## config.mk

```make
export PLATFORM = sky130hd
export DESIGN_NAME = obc_dft_sequencer_flat
export DESIGN_NICKNAME = d
export VERILOG_FILES = /design/src/rtl/obc_pkg.sv /design/src/rtl/obc_dft_sequencer_if.sv /design/src/rtl/obc_slice_adder.sv /design/src/rtl/obc_dft_sequencer.sv /design/src/flat_wrapper.sv
export SDC_FILE = /design/constraint.sdc
export NUM_CORES = 1
export LEC_CHECK = 0
export ABC_AREA = 1
export BUFFER_PORTS_ARGS = -buffer_cell sky130_fd_sc_hd__buf_2
export CAP_MARGIN = 20
export CORE_ASPECT_RATIO = 2
export CORE_MARGIN = 8
export CORE_UTILIZATION = 35
export CTS_BUF_LIST = sky130_fd_sc_hd__clkbuf_4 sky130_fd_sc_hd__clkbuf_8
export DETAILED_ROUTE_END_ITERATION = 10
export SLEW_MARGIN = 15
export SYNTH_ARGS = -nofsm -noshare
export SYNTH_HDL_FRONTEND = slang
export SYNTH_HIERARCHICAL = 1
export SYNTH_SLANG_ARGS = --single-unit
```

## constraint.sdc

```tcl
create_clock -name clk -period 7.6 [get_ports clk]
set_input_delay 0 -clock clk [delete_from_list [all_inputs] [get_ports clk]]
set_output_delay 0 -clock clk [all_outputs]
set_load 0.05 [all_outputs]
```

## src/rtl/obc_pkg.sv

```systemverilog
// Shared constants and types for the bit-serial OBC distributed-arithmetic DFT.
package obc_pkg;

    localparam int N_PTS   = 16;
    localparam int N_PAIRS = 8;
    localparam int ROM_W   = 32;
    localparam int BIN_W   = 4;
    localparam int DATA_W  = 16;
    localparam int ACC_W   = ROM_W + 3 + DATA_W;

    typedef enum logic [1:0] {
        IDLE,
        RUN,
        OUT
    } state_t;

    typedef logic signed [ROM_W-1:0] rom_word_t;

endpackage

```

## src/rtl/obc_dft_sequencer_if.sv

```systemverilog
// Frame input, coefficient ROM bank and result handshake of the DFT sequencer.
interface obc_dft_sequencer_if
    import obc_pkg::*;
#(
    parameter int DATA_W = obc_pkg::DATA_W,
    parameter int ROM_W  = obc_pkg::ROM_W,
    parameter int ACC_W  = ROM_W + 3 + DATA_W
);

    logic                       in_valid;
    logic                       in_ready;
    logic [N_PTS*DATA_W-1:0]    in_data;
    logic [BIN_W-1:0]           rom_bin;
    logic [N_PTS-1:0]           rom_bits;
    logic [N_PAIRS*ROM_W-1:0]   rom_word;
    logic [ROM_W-1:0]           rom_off;
    logic                       y_valid;
    logic                       y_ready;
    logic [ACC_W-1:0]           y_data;
    logic [BIN_W-1:0]           y_bin;
    logic                       y_last;

    // master is the sequencer itself; slave is the sample buffer, ROM bank and formatter side
    modport master (
        input  in_valid, in_data, rom_word, rom_off, y_ready,
        output in_ready, rom_bin, rom_bits, y_valid, y_data, y_bin, y_last
    );

    modport slave (
        output in_valid, in_data, rom_word, rom_off, y_ready,
        input  in_ready, rom_bin, rom_bits, y_valid, y_data, y_bin, y_last
    );

endinterface

```

## src/rtl/obc_slice_adder.sv

```systemverilog
// Sums the eight signed ROM partial words of one bit-slice with three guard bits.
module obc_slice_adder
    import obc_pkg::*;
#(
    parameter int ROM_W = obc_pkg::ROM_W,
    parameter int SUM_W = ROM_W + 3
) (
    input  logic [N_PAIRS*ROM_W-1:0] words,
    output logic signed [SUM_W-1:0]  sum
);

    // NOTE: combinational accumulation uses blocking '=' so each iteration sees the previous partial sum.
    always_comb begin
        sum = '0;
        for (int p = 0; p < N_PAIRS; p++) begin
            sum = sum + SUM_W'($signed(words[p*ROM_W +: ROM_W]));
        end
    end

endmodule

```

## src/rtl/obc_dft_sequencer.sv

```systemverilog
// Bit-serial OBC DFT controller: walks 16 bins x 16 slices MSB first, Horner-accumulating ROM sums.
module obc_dft_sequencer
    import obc_pkg::*;
#(
    parameter int DATA_W = obc_pkg::DATA_W,
    parameter int ROM_W  = obc_pkg::ROM_W,
    parameter int N_BIN  = 16,
    parameter int ACC_W  = ROM_W + 3 + DATA_W
) (
    input logic                clk,
    input logic                rst,
    obc_dft_sequencer_if.master bus
);

    localparam int BIT_W = $clog2(DATA_W);
    localparam int SUM_W = ROM_W + 3;
    localparam logic [BIT_W-1:0] BIT_TOP  = BIT_W'(DATA_W - 1);
    localparam logic [BIN_W-1:0] BIN_LAST = BIN_W'(N_BIN - 1);

    state_t                   state;
    logic [BIN_W-1:0]         bin;
    logic [BIT_W-1:0]         bit_idx;
    logic [DATA_W-1:0]        samples [N_PTS];
    logic signed [ACC_W-1:0]  acc;
    logic                     in_ready_q;
    logic                     y_valid_q;
    logic signed [ACC_W-1:0]  y_data_q;
    logic [BIN_W-1:0]         y_bin_q;
    logic                     y_last_q;

    logic signed [SUM_W-1:0]  slice_sum;
    logic signed [ACC_W-1:0]  s_ext;
    logic signed [ACC_W-1:0]  off_ext;
    logic signed [ACC_W-1:0]  horner;
    logic [N_PTS-1:0]         rom_bits_c;
    logic [BIN_W-1:0]         rom_bin_c;
    logic                     accept;

    obc_slice_adder #(
        .ROM_W (ROM_W),
        .SUM_W (SUM_W)
    ) u_slice_adder (
        .words (bus.rom_word),
        .sum   (slice_sum)
    );

    assign accept  = in_ready_q && bus.in_valid;
    assign s_ext   = ACC_W'(slice_sum);
    assign off_ext = ACC_W'($signed(bus.rom_off));
    assign horner  = (acc <<< 1) + s_ext;

    // NOTE: every always_comb output gets a default first so no path leaves it unassigned (no latch).
    always_comb begin
        rom_bits_c = '0;
        rom_bin_c  = '0;
        if (state == RUN) begin
            rom_bin_c = bin;
            for (int n = 0; n < N_PTS; n++) begin
                rom_bits_c[n] = samples[n][bit_idx];
            end
        end
    end

    // NOTE: the sample register is plain data with no reset; it is only read after an accept loads it.
    always_ff @(posedge clk) begin
        if (accept) begin
            for (int n = 0; n < N_PTS; n++) begin
                samples[n] <= bus.in_data[n*DATA_W +: DATA_W];
            end
        end
    end

    // NOTE: all state updates use non-blocking '<=' so every register sees pre-edge values.
    always_ff @(posedge clk) begin
        if (rst) begin
            state      <= IDLE;
            bin        <= '0;
            bit_idx    <= '0;
            acc        <= '0;
            in_ready_q <= 1'b1;
            y_valid_q  <= 1'b0;
            y_data_q   <= '0;
            y_bin_q    <= '0;
            y_last_q   <= 1'b0;
        end else begin
            case (state)
                IDLE: begin
                    if (bus.in_valid) begin
                        bin        <= '0;
                        bit_idx    <= BIT_TOP;
                        acc        <= '0;
                        in_ready_q <= 1'b0;
                        state      <= RUN;
                    end
                end
                RUN: begin
                    // The MSB slice carries negative weight in two's complement.
                    if (bit_idx == BIT_TOP) begin
                        acc <= -s_ext;
                    end else begin
                        acc <= horner;
                    end
                    if (bit_idx == '0) begin
                        y_data_q  <= horner + off_ext;
                        y_bin_q   <= bin;
                        y_last_q  <= (bin == BIN_LAST);
                        y_valid_q <= 1'b1;
                        state     <= OUT;
                    end else begin
                        bit_idx <= bit_idx - 1'b1;
                    end
                end
                OUT: begin
                    if (bus.y_ready) begin
                        y_valid_q <= 1'b0;
                        if (y_last_q) begin
                            in_ready_q <= 1'b1;
                            state      <= IDLE;
                        end else begin
                            bin     <= bin + 1'b1;
                            bit_idx <= BIT_TOP;
                            state   <= RUN;
                        end
                    end
                end
                default: begin
                    in_ready_q <= 1'b1;
                    y_valid_q  <= 1'b0;
                    state      <= IDLE;
                end
            endcase
        end
    end

    assign bus.in_ready = in_ready_q;
    assign bus.rom_bin  = rom_bin_c;
    assign bus.rom_bits = rom_bits_c;
    assign bus.y_valid  = y_valid_q;
    assign bus.y_data   = y_data_q;
    assign bus.y_bin    = y_bin_q;
    assign bus.y_last   = y_last_q;

endmodule

```

## src/flat_wrapper.sv

```systemverilog
// flat-port wrapper written by rule: the top's interface ports become plain ports
module obc_dft_sequencer_flat import obc_pkg::*;
#(
    parameter int DATA_W = obc_pkg::DATA_W,
    parameter int ROM_W  = obc_pkg::ROM_W,
    parameter int N_BIN  = 16,
    parameter int ACC_W  = ROM_W + 3 + DATA_W
)
  (clk, rst, bus_in_valid, bus_in_data, bus_rom_word, bus_rom_off, bus_y_ready, bus_in_ready, bus_rom_bin, bus_rom_bits, bus_y_valid, bus_y_data, bus_y_bin, bus_y_last);
  obc_dft_sequencer_if #(.DATA_W(DATA_W), .ROM_W(ROM_W), .ACC_W(ACC_W)) bus_i ();
  input logic clk;
  input logic rst;
  input wire logic [$bits(bus_i.in_valid)-1:0] bus_in_valid;
  input wire logic [$bits(bus_i.in_data)-1:0] bus_in_data;
  input wire logic [$bits(bus_i.rom_word)-1:0] bus_rom_word;
  input wire logic [$bits(bus_i.rom_off)-1:0] bus_rom_off;
  input wire logic [$bits(bus_i.y_ready)-1:0] bus_y_ready;
  output wire logic [$bits(bus_i.in_ready)-1:0] bus_in_ready;
  output wire logic [$bits(bus_i.rom_bin)-1:0] bus_rom_bin;
  output wire logic [$bits(bus_i.rom_bits)-1:0] bus_rom_bits;
  output wire logic [$bits(bus_i.y_valid)-1:0] bus_y_valid;
  output wire logic [$bits(bus_i.y_data)-1:0] bus_y_data;
  output wire logic [$bits(bus_i.y_bin)-1:0] bus_y_bin;
  output wire logic [$bits(bus_i.y_last)-1:0] bus_y_last;
  assign bus_i.in_valid = bus_in_valid;
  assign bus_i.in_data = bus_in_data;
  assign bus_i.rom_word = bus_rom_word;
  assign bus_i.rom_off = bus_rom_off;
  assign bus_i.y_ready = bus_y_ready;
  assign bus_in_ready = bus_i.in_ready;
  assign bus_rom_bin = bus_i.rom_bin;
  assign bus_rom_bits = bus_i.rom_bits;
  assign bus_y_valid = bus_i.y_valid;
  assign bus_y_data = bus_i.y_data;
  assign bus_y_bin = bus_i.y_bin;
  assign bus_y_last = bus_i.y_last;
  obc_dft_sequencer #(.DATA_W(DATA_W), .ROM_W(ROM_W), .N_BIN(N_BIN), .ACC_W(ACC_W)) u_core (.clk(clk), .rst(rst), .bus(bus_i));
endmodule
```

==> flow_summary.json, run 1 <==
{
  "worstSetupPathType": "in2reg",
  "grt_max_degree": 120,
  "combined_global_route_utilization_of_all_metal_layers_pct": 26.1,
  "antenna_violating_nets_post_route": 0,
  "timing_worst_slew_pin_value_ns": 0.949,
  "ys_dominant_reg_cell": "edfxtp_1",
  "synth_sequential_area_ratio_pct": 31.9,
  "clockBufferDepth": 3,
  "first_iter_violations": 2219,
  "final_slew_violations": 0,
  "design.portCount": 626,
  "synth_top_family_by_area": "simple AND/OR/NAND/NOR gates",
  "chipHeight_microns": 440,
  "port_buffers": 625,
  "worst_setup_hold_path_clk_slew_ns": 0.08,
  "status": "complete, no violations",
  "hold_ws_ns": 0.0461,
  "ys_seq_elements": 374,
  "tritoncts": "yes",
  "worst_hold_path_type": "in2reg",
  "final_core_util_pct": 48.5,
  "clock_latency_ns": 0.76,
  "timing.critical_path.mode_cell": "nand2_1",
  "post-dp-hpwl_microns": 102000,
  "worst_ep_arrival_time_ns": 7.55,
  "buf_inv_on_cp": 11,
  "remaining_drc_errors": 0,
  "globalRouteOverflowTotal": 0,
  "worst-endpoint-required_ns": 8.26,
  "start_util_pct": 35.3,
  "grt_setup_unrepaired": "false",
  "num_vias": 33300,
  "drive_gt1_share_pct": 16.5,
  "synthToLayoutAreaGrowth_pct": 37.3,
  "endpoint_kind": "flop",
  "die_area_sq_mm": 0.101,
  "clock-root-buffer": "clkbuf_8",
  "synthCells": 4306,
  "maxcap_viol_count": 0,
  "path_delay_family": "adder cells",
  "firstDrtPassIters": 5,
  "antenna_found_initial": 16,
  "yosys.area_share.adder_pct": 18.0,
  "cell_type_of_the_slowest_stage_on_the_worst_timing_path": "fa_1",
  "count_of_flip_flops_with_a_built_in_enable_after_synthesis": 256,
  "slew_headroom_pct": 36.7,
  "final_design_area_no_fill_sq_mm": 0.0433,
  "yosys-mux-area-fraction_pct": 0,
  "area_share_of_and_or_nand_nor_cells_after_synthesis_pct": 24.2,
  "nNetsFinal": 6425,
  "path_max_fanout": 5,
  "gp_routability_congestion": 0.962,
  "postPlaceCellArea_sq_mm": 0.0366,
  "synth_compound_gate_area_share_pct": 11.3,
  "finalCriticalPeriod_ns": 6.89,
  "synth_area_per_cell_sq_um": 7.32,
  "finalWirelength_microns": 134000,
  "tritoncts_buffer_count": 57,
  "achievable-frequency_ghz": 0.145,
  "first_global_vias": 35400,
  "final.setup.tns_ns": 0,
  "start_kind": "primary input",
  "synth.yosys.warnings": 6,
  "fin_skew_ns": 0.0684,
  "synthesis.area_sq_mm": 0.0315,
  "post_cts_buffers": 0,
  "synth_xor_xnor_area_share_pct": 2.13,
  "chipWidth_microns": 228,
  "final-hold-violation-count": 0,
  "cpPeakStageDelay_ns": 0.53,
  "r2r_setup_slack_ns": 3.13,
  "cts_max_level": 2,
  "cts.sink_count": 374,
  "avgViaCountPerCell": 4.92,
  "rows": 155,
  "share_of_flip_flops_with_an_asynchronous_set_or_reset_pct": 0,
  "postSynthNetCount": 5190,
  "placeableCoreArea_sq_mm": 0.0892,
  "routedWlPerCell_microns": 19.8,
  "synth.lib_cells_used.distinct": 47,
  "grt_pass1_wl_microns": 203000,
  "setup_viol": 0,
  "fin_crit_sh_pct": 90.7
}
final timing paths:
kind | depth (start not counted) | end | startpoint
max reg2reg | 24 | u_core/bus.y_data[40]$_SDFFE_PP0P_ | u_core/acc[0]$_SDFFE_PP0P_
max | 43 | u_core/bus.y_data[40]$_SDFFE_PP0P_ | bus_rom_word[98]
min reg2reg | 2 | u_core/acc[42]$_SDFFE_PP0P_ | u_core/acc[42]$_SDFFE_PP0P_
min | 2 | u_core/samples[0][15]$_DFFE_PP_ | bus_in_data[15]
kinds of logic after synthesis:
group                    Yosys count
XOR/XNOR                          75
flip-flops                       374
AND/OR/NAND/NOR                 1855
AO/OA/AOI/OAI                    635
buffers and inverters           1031
adder cells (fa/ha/maj)          336
metal layers:
metal	share of wire [%]	global-route usage, %
met5	0.080	0
met2	51	48.9
met4	9.0	20.1
met3	6.6	4.70
met1	33	25.0
Yosys cell counts (2+ instances only):
library cell / count / area (sq um)
o21ai_0: 226 / 1130
nor3_4: 2 / 32.5
a21o_1: 12 / 90.1
o21a_1: 6 / 45.0
dfxtp_1: 118 / 2360
nor3_1: 19 / 95.1
clkbuf_1: 57 / 214
nor2_1: 526 / 1970
nor3_2: 9 / 90.1
a21boi_0: 5 / 37.5
nand3_1: 188 / 941
a211oi_1: 4 / 30.0
edfxtp_1: 256 / 7690
o22ai_1: 48 / 300
or2_0: 2 / 12.5
a31oi_1: 19 / 119
xor2_1: 56 / 490
nand4_1: 51 / 319
o211ai_1: 33 / 248
o21ai_1: 20 / 100
nand3_2: 5 / 50.1
nor2_4: 3 / 33.8
ha_1: 139 / 1740
o21ai_2: 2 / 17.5
nand2_1: 989 / 3710
a21oi_2: 4 / 35.0
fa_1: 197 / 3940
o31ai_1: 2 / 15.0
inv_1: 923 / 3460
o21bai_1: 28 / 210
o221ai_1: 16 / 140
inv_2: 13 / 48.8
xor2_2: 2 / 32.5
nor4_1: 3 / 18.8
nand2_2: 29 / 181
buf_1: 5 / 18.8
clkinv_1: 2 / 7.51
xnor2_1: 17 / 149
and2_1: 2 / 12.5
buf_2: 31 / 155
a21oi_1: 209 / 1050
nor2_2: 23 / 144
state kept, by name, summed over array words and instances (netlist names):
register and count:
u_core/bus.y_last 1, u_core/bit_idx 4, u_core/bus.in_ready 1, u_core/bus.y_valid 1, u_core/bin 4, u_core/state 2
u_core/samples 256, u_core/bus.y_bin 4, u_core/acc 50, u_core/bus.y_data 51
worst reg2reg max path, cell delays in order, from the launching register on:
cell and delay [ns]:
dfxtp_1 0.32, ha_1 0.25, fa_1 0.52, nand3_1 0.16
nand3_2 0.14, nand2_1 0.09, nand2_1 0.15, nand2_1 0.12
nand2_2 0.11, nand2_1 0.08, nand2_1 0.08, xnor2_1 0.42
inv_1 0.16, ha_1 0.44, nand2_1 0.13, nor2_1 0.13
inv_1 0.10, nor2_1 0.20, inv_1 0.08, nor3_1 0.25
nand3_1 0.18, nand4_1 0.13, nand3_1 0.08, nand2_1 0.07
inv_1 0.04
what timing repair did:
action	CTS	global route
hold endpoints to repair	334	0
hold buffers	538	0
gates resized for setup	0	0
metrics by stage:
| step | setup WS [ns] | instances |
|---|---|---|
| finish | 0.709 | 6774 |
| global route | 0.135 | 6769 |
| CTS | 0.778 | 6766 |
| detailed placement | -0.00755 | 6121 |
| global placement | -0.0966 | 6121 |
| floorplan | 1.20 | 4306 |
placed cells by master (no fill, tap or decap), drive strengths merged:
cell type and n:
ha 139, or2 3, a21o 12, dlygate4sd3 538, diode 8, dfxtp 118
clkbuf 67, o211ai 33, xnor2 17, a31o 1, nand2 1018, and2 3
nand4 51, nor4 3, xor2 58, clkinvlp 2, a21boi 5, o22ai 48
edfxtp 256, buf 731, o21bai 28, o21ai 248, and3 1, nor3 30
o21a 6, a211oi 4, a21oi 213, bufinv 7, nand3 193, nand2b 1
clkinv 32, o221ai 16, nor2 552, fa 197, a31oi 19, inv 937
o31ai 2
cell type report:
class	count	area (sq um)
diodes	8	20.0
clock buffers	67	872
clock inverters	40	423
fillers	8468	45900
inverters	938	3530
multi-input cells	2901	17600
flip-flops and latches	374	10100
well taps	1177	1470
repair buffers	1269	9320
Power of run 1 is left out: the tool's default activity adds up to more than one toggle a clock period on the data nets, which glitch-free logic cannot reach.
==> run 2: changes to the inputs <==
Settings changed: CORE_UTILIZATION 35 to 45, PLACE_DENSITY set to 0.67.
==> flow_summary.json, run 2 (synthesis gave the netlist of run 1 again) <==
{
  "fin_crit_sh_pct": 94.3,
  "first_global_vias": 35600,
  "finalCriticalPeriod_ns": 7.16,
  "tritoncts_buffer_count": 55,
  "top_register": "u_core/samples",
  "combined_global_route_utilization_of_all_metal_layers_pct": 33.0,
  "grt_max_degree": 180,
  "worst_setup_hold_path_clk_slew_ns": 0.07,
  "largest_register_ffs": 256,
  "chipHeight_microns": 390,
  "slew_headroom_pct": 30.7,
  "clock-root-buffer": "clkbuf_8",
  "endpoint_kind": "flop",
  "start_util_pct": 45.3,
  "tritoncts": "yes",
  "rows": 137,
  "cts.sink_count": 374,
  "status": "complete, no violations",
  "layoutNonFillerInstCount": 6443,
  "clock_latency_ns": 0.73,
  "first_iter_violations": 3100,
  "drive_gt1_share_pct": 16.1,
  "final-hold-violation-count": 0,
  "grt_pass1_wl_microns": 202000,
  "fillerInstances": 6170,
  "antenna_found_initial": 18,
  "maxcap_viol_count": 0,
  "path_max_fanout": 4,
  "worstSetupPathType": "in2reg",
  "avgViaCountPerCell": 5.25,
  "routedWlPerCell_microns": 20.7,
  "timing_worst_slew_pin_value_ns": 1.04,
  "most-common-layout-cells": "nand2_1 (988), inv_1 (922), buf_2 (624), nor2_1 (526), dlygate4sd3_1 (514)",
  "globalRouteOverflowTotal": 0,
  "firstDrtPassIters": 6,
  "gp_routability_congestion": 1.00,
  "cpPeakStageDelay_ns": 0.53,
  "chipWidth_microns": 203,
  "cell_type_of_the_slowest_stage_on_the_worst_timing_path": "fa_1",
  "cts_max_level": 2,
  "finalWirelength_microns": 133000,
  "nNetsFinal": 6368,
  "start_kind": "primary input",
  "synthToLayoutAreaGrowth_pct": 34.9,
  "worst-endpoint-required_ns": 8.21,
  "remaining_drc_errors": 0,
  "grt_setup_unrepaired": "false",
  "clockBufferDepth": 3,
  "port_buffers": 625,
  "antenna_violating_nets_post_route": 0,
  "worst_hold_path_type": "in2reg",
  "placeableCoreArea_sq_mm": 0.0696,
  "hold_ws_ns": 0.0585,
  "final_slew_violations": 0,
  "design.portCount": 626,
  "setup_viol": 0,
  "die_area_sq_mm": 0.0793,
  "final_core_util_pct": 61.1,
  "num_vias": 33900,
  "postPlaceCellArea_sq_mm": 0.0360,
  "place_inst": 5816,
  "worst_ep_arrival_time_ns": 7.77,
  "layout.cells.most_common": "nand2_1",
  "fin_skew_ns": 0.0891,
  "timing.critical_path.mode_cell": "nand2_1",
  "achievable-frequency_ghz": 0.140,
  "final_design_area_no_fill_sq_mm": 0.0425,
  "post-dp-hpwl_microns": 97300
}
==> run 2: worst max-delay path, delay by kind of cell <==
kind                     cells  cell delay (ns)
adder cells (fa/ha/maj)      7             3.17
AND/OR/NAND/NOR             15             2.27
AO/OA/AOI/OAI                4             1.04
buffers and inverters        9             0.66
XOR/XNOR                     2             0.64
==> run 2: cell type report <==
cell class,count,area (sq um),area share (%)
multi-input cells,2901,17600,41.4
clock inverters,32,478,1.12
clock buffers,67,847,1.99
inverters,938,3530,8.30
flip-flops and latches,374,10100,23.6
diodes,14,35.0,0.0824
well taps,903,1130,2.66
repair buffers,1214,8860,20.8
==> run 2: final timing paths <==
| kind | startpoint | slack, ns | cells after the start | endpoint |
|---|---|---|---|---|
| worst min register to register | u_core/acc[0]$_SDFFE_PP0P_ | 0.47 | 2 | u_core/acc[0]$_SDFFE_PP0P_ |
| worst max-delay path | bus_rom_word[104] | 0.44 | 37 | u_core/bus.y_data[25]$_SDFFE_PP0P_ |
| worst max register to register | u_core/bit_idx[0]$_SDFFE_PP0P_ | 3.08 | 11 | u_core/state[1]$_SDFFE_PP0P_ |
| worst min-delay path | bus_in_data[218] | 0.06 | 2 | u_core/samples[1][90]$_DFFE_PP_ |
==> run 2: metrics by stage <==
step / TNS, ns / setup WS (ns)
CTS: 0 / 0.641
finish: 0 / 0.436
floorplan: 0 / 1.20
global route: 0 / 0.0213
global placement: -1.06 / -0.218
detailed placement: -0.433 / -0.124
==> run 2: layer usage <==
metal  track usage (%)  vias to the layer above  wire, microns  part of all wire (%)
li1                  -                    15900              -                     -
met1              34.2                    15600          45400                    34
met2              59.1                     1891          66600                    50
met3              6.30                      462          10500                   7.9
met4              23.1                       12          10800                   8.1
met5                 0                        -             79                 0.059
==> run 2: what timing repair did <==
action / CTS / global route
hold buffers: 514 / 0
hold endpoints to repair: 333 / 0
endpoints found under the setup margin: 0 / 0
setup buffers: 0 / 0
resized for setup: 0 / 0
Power of run 2 is left out for the same reason.
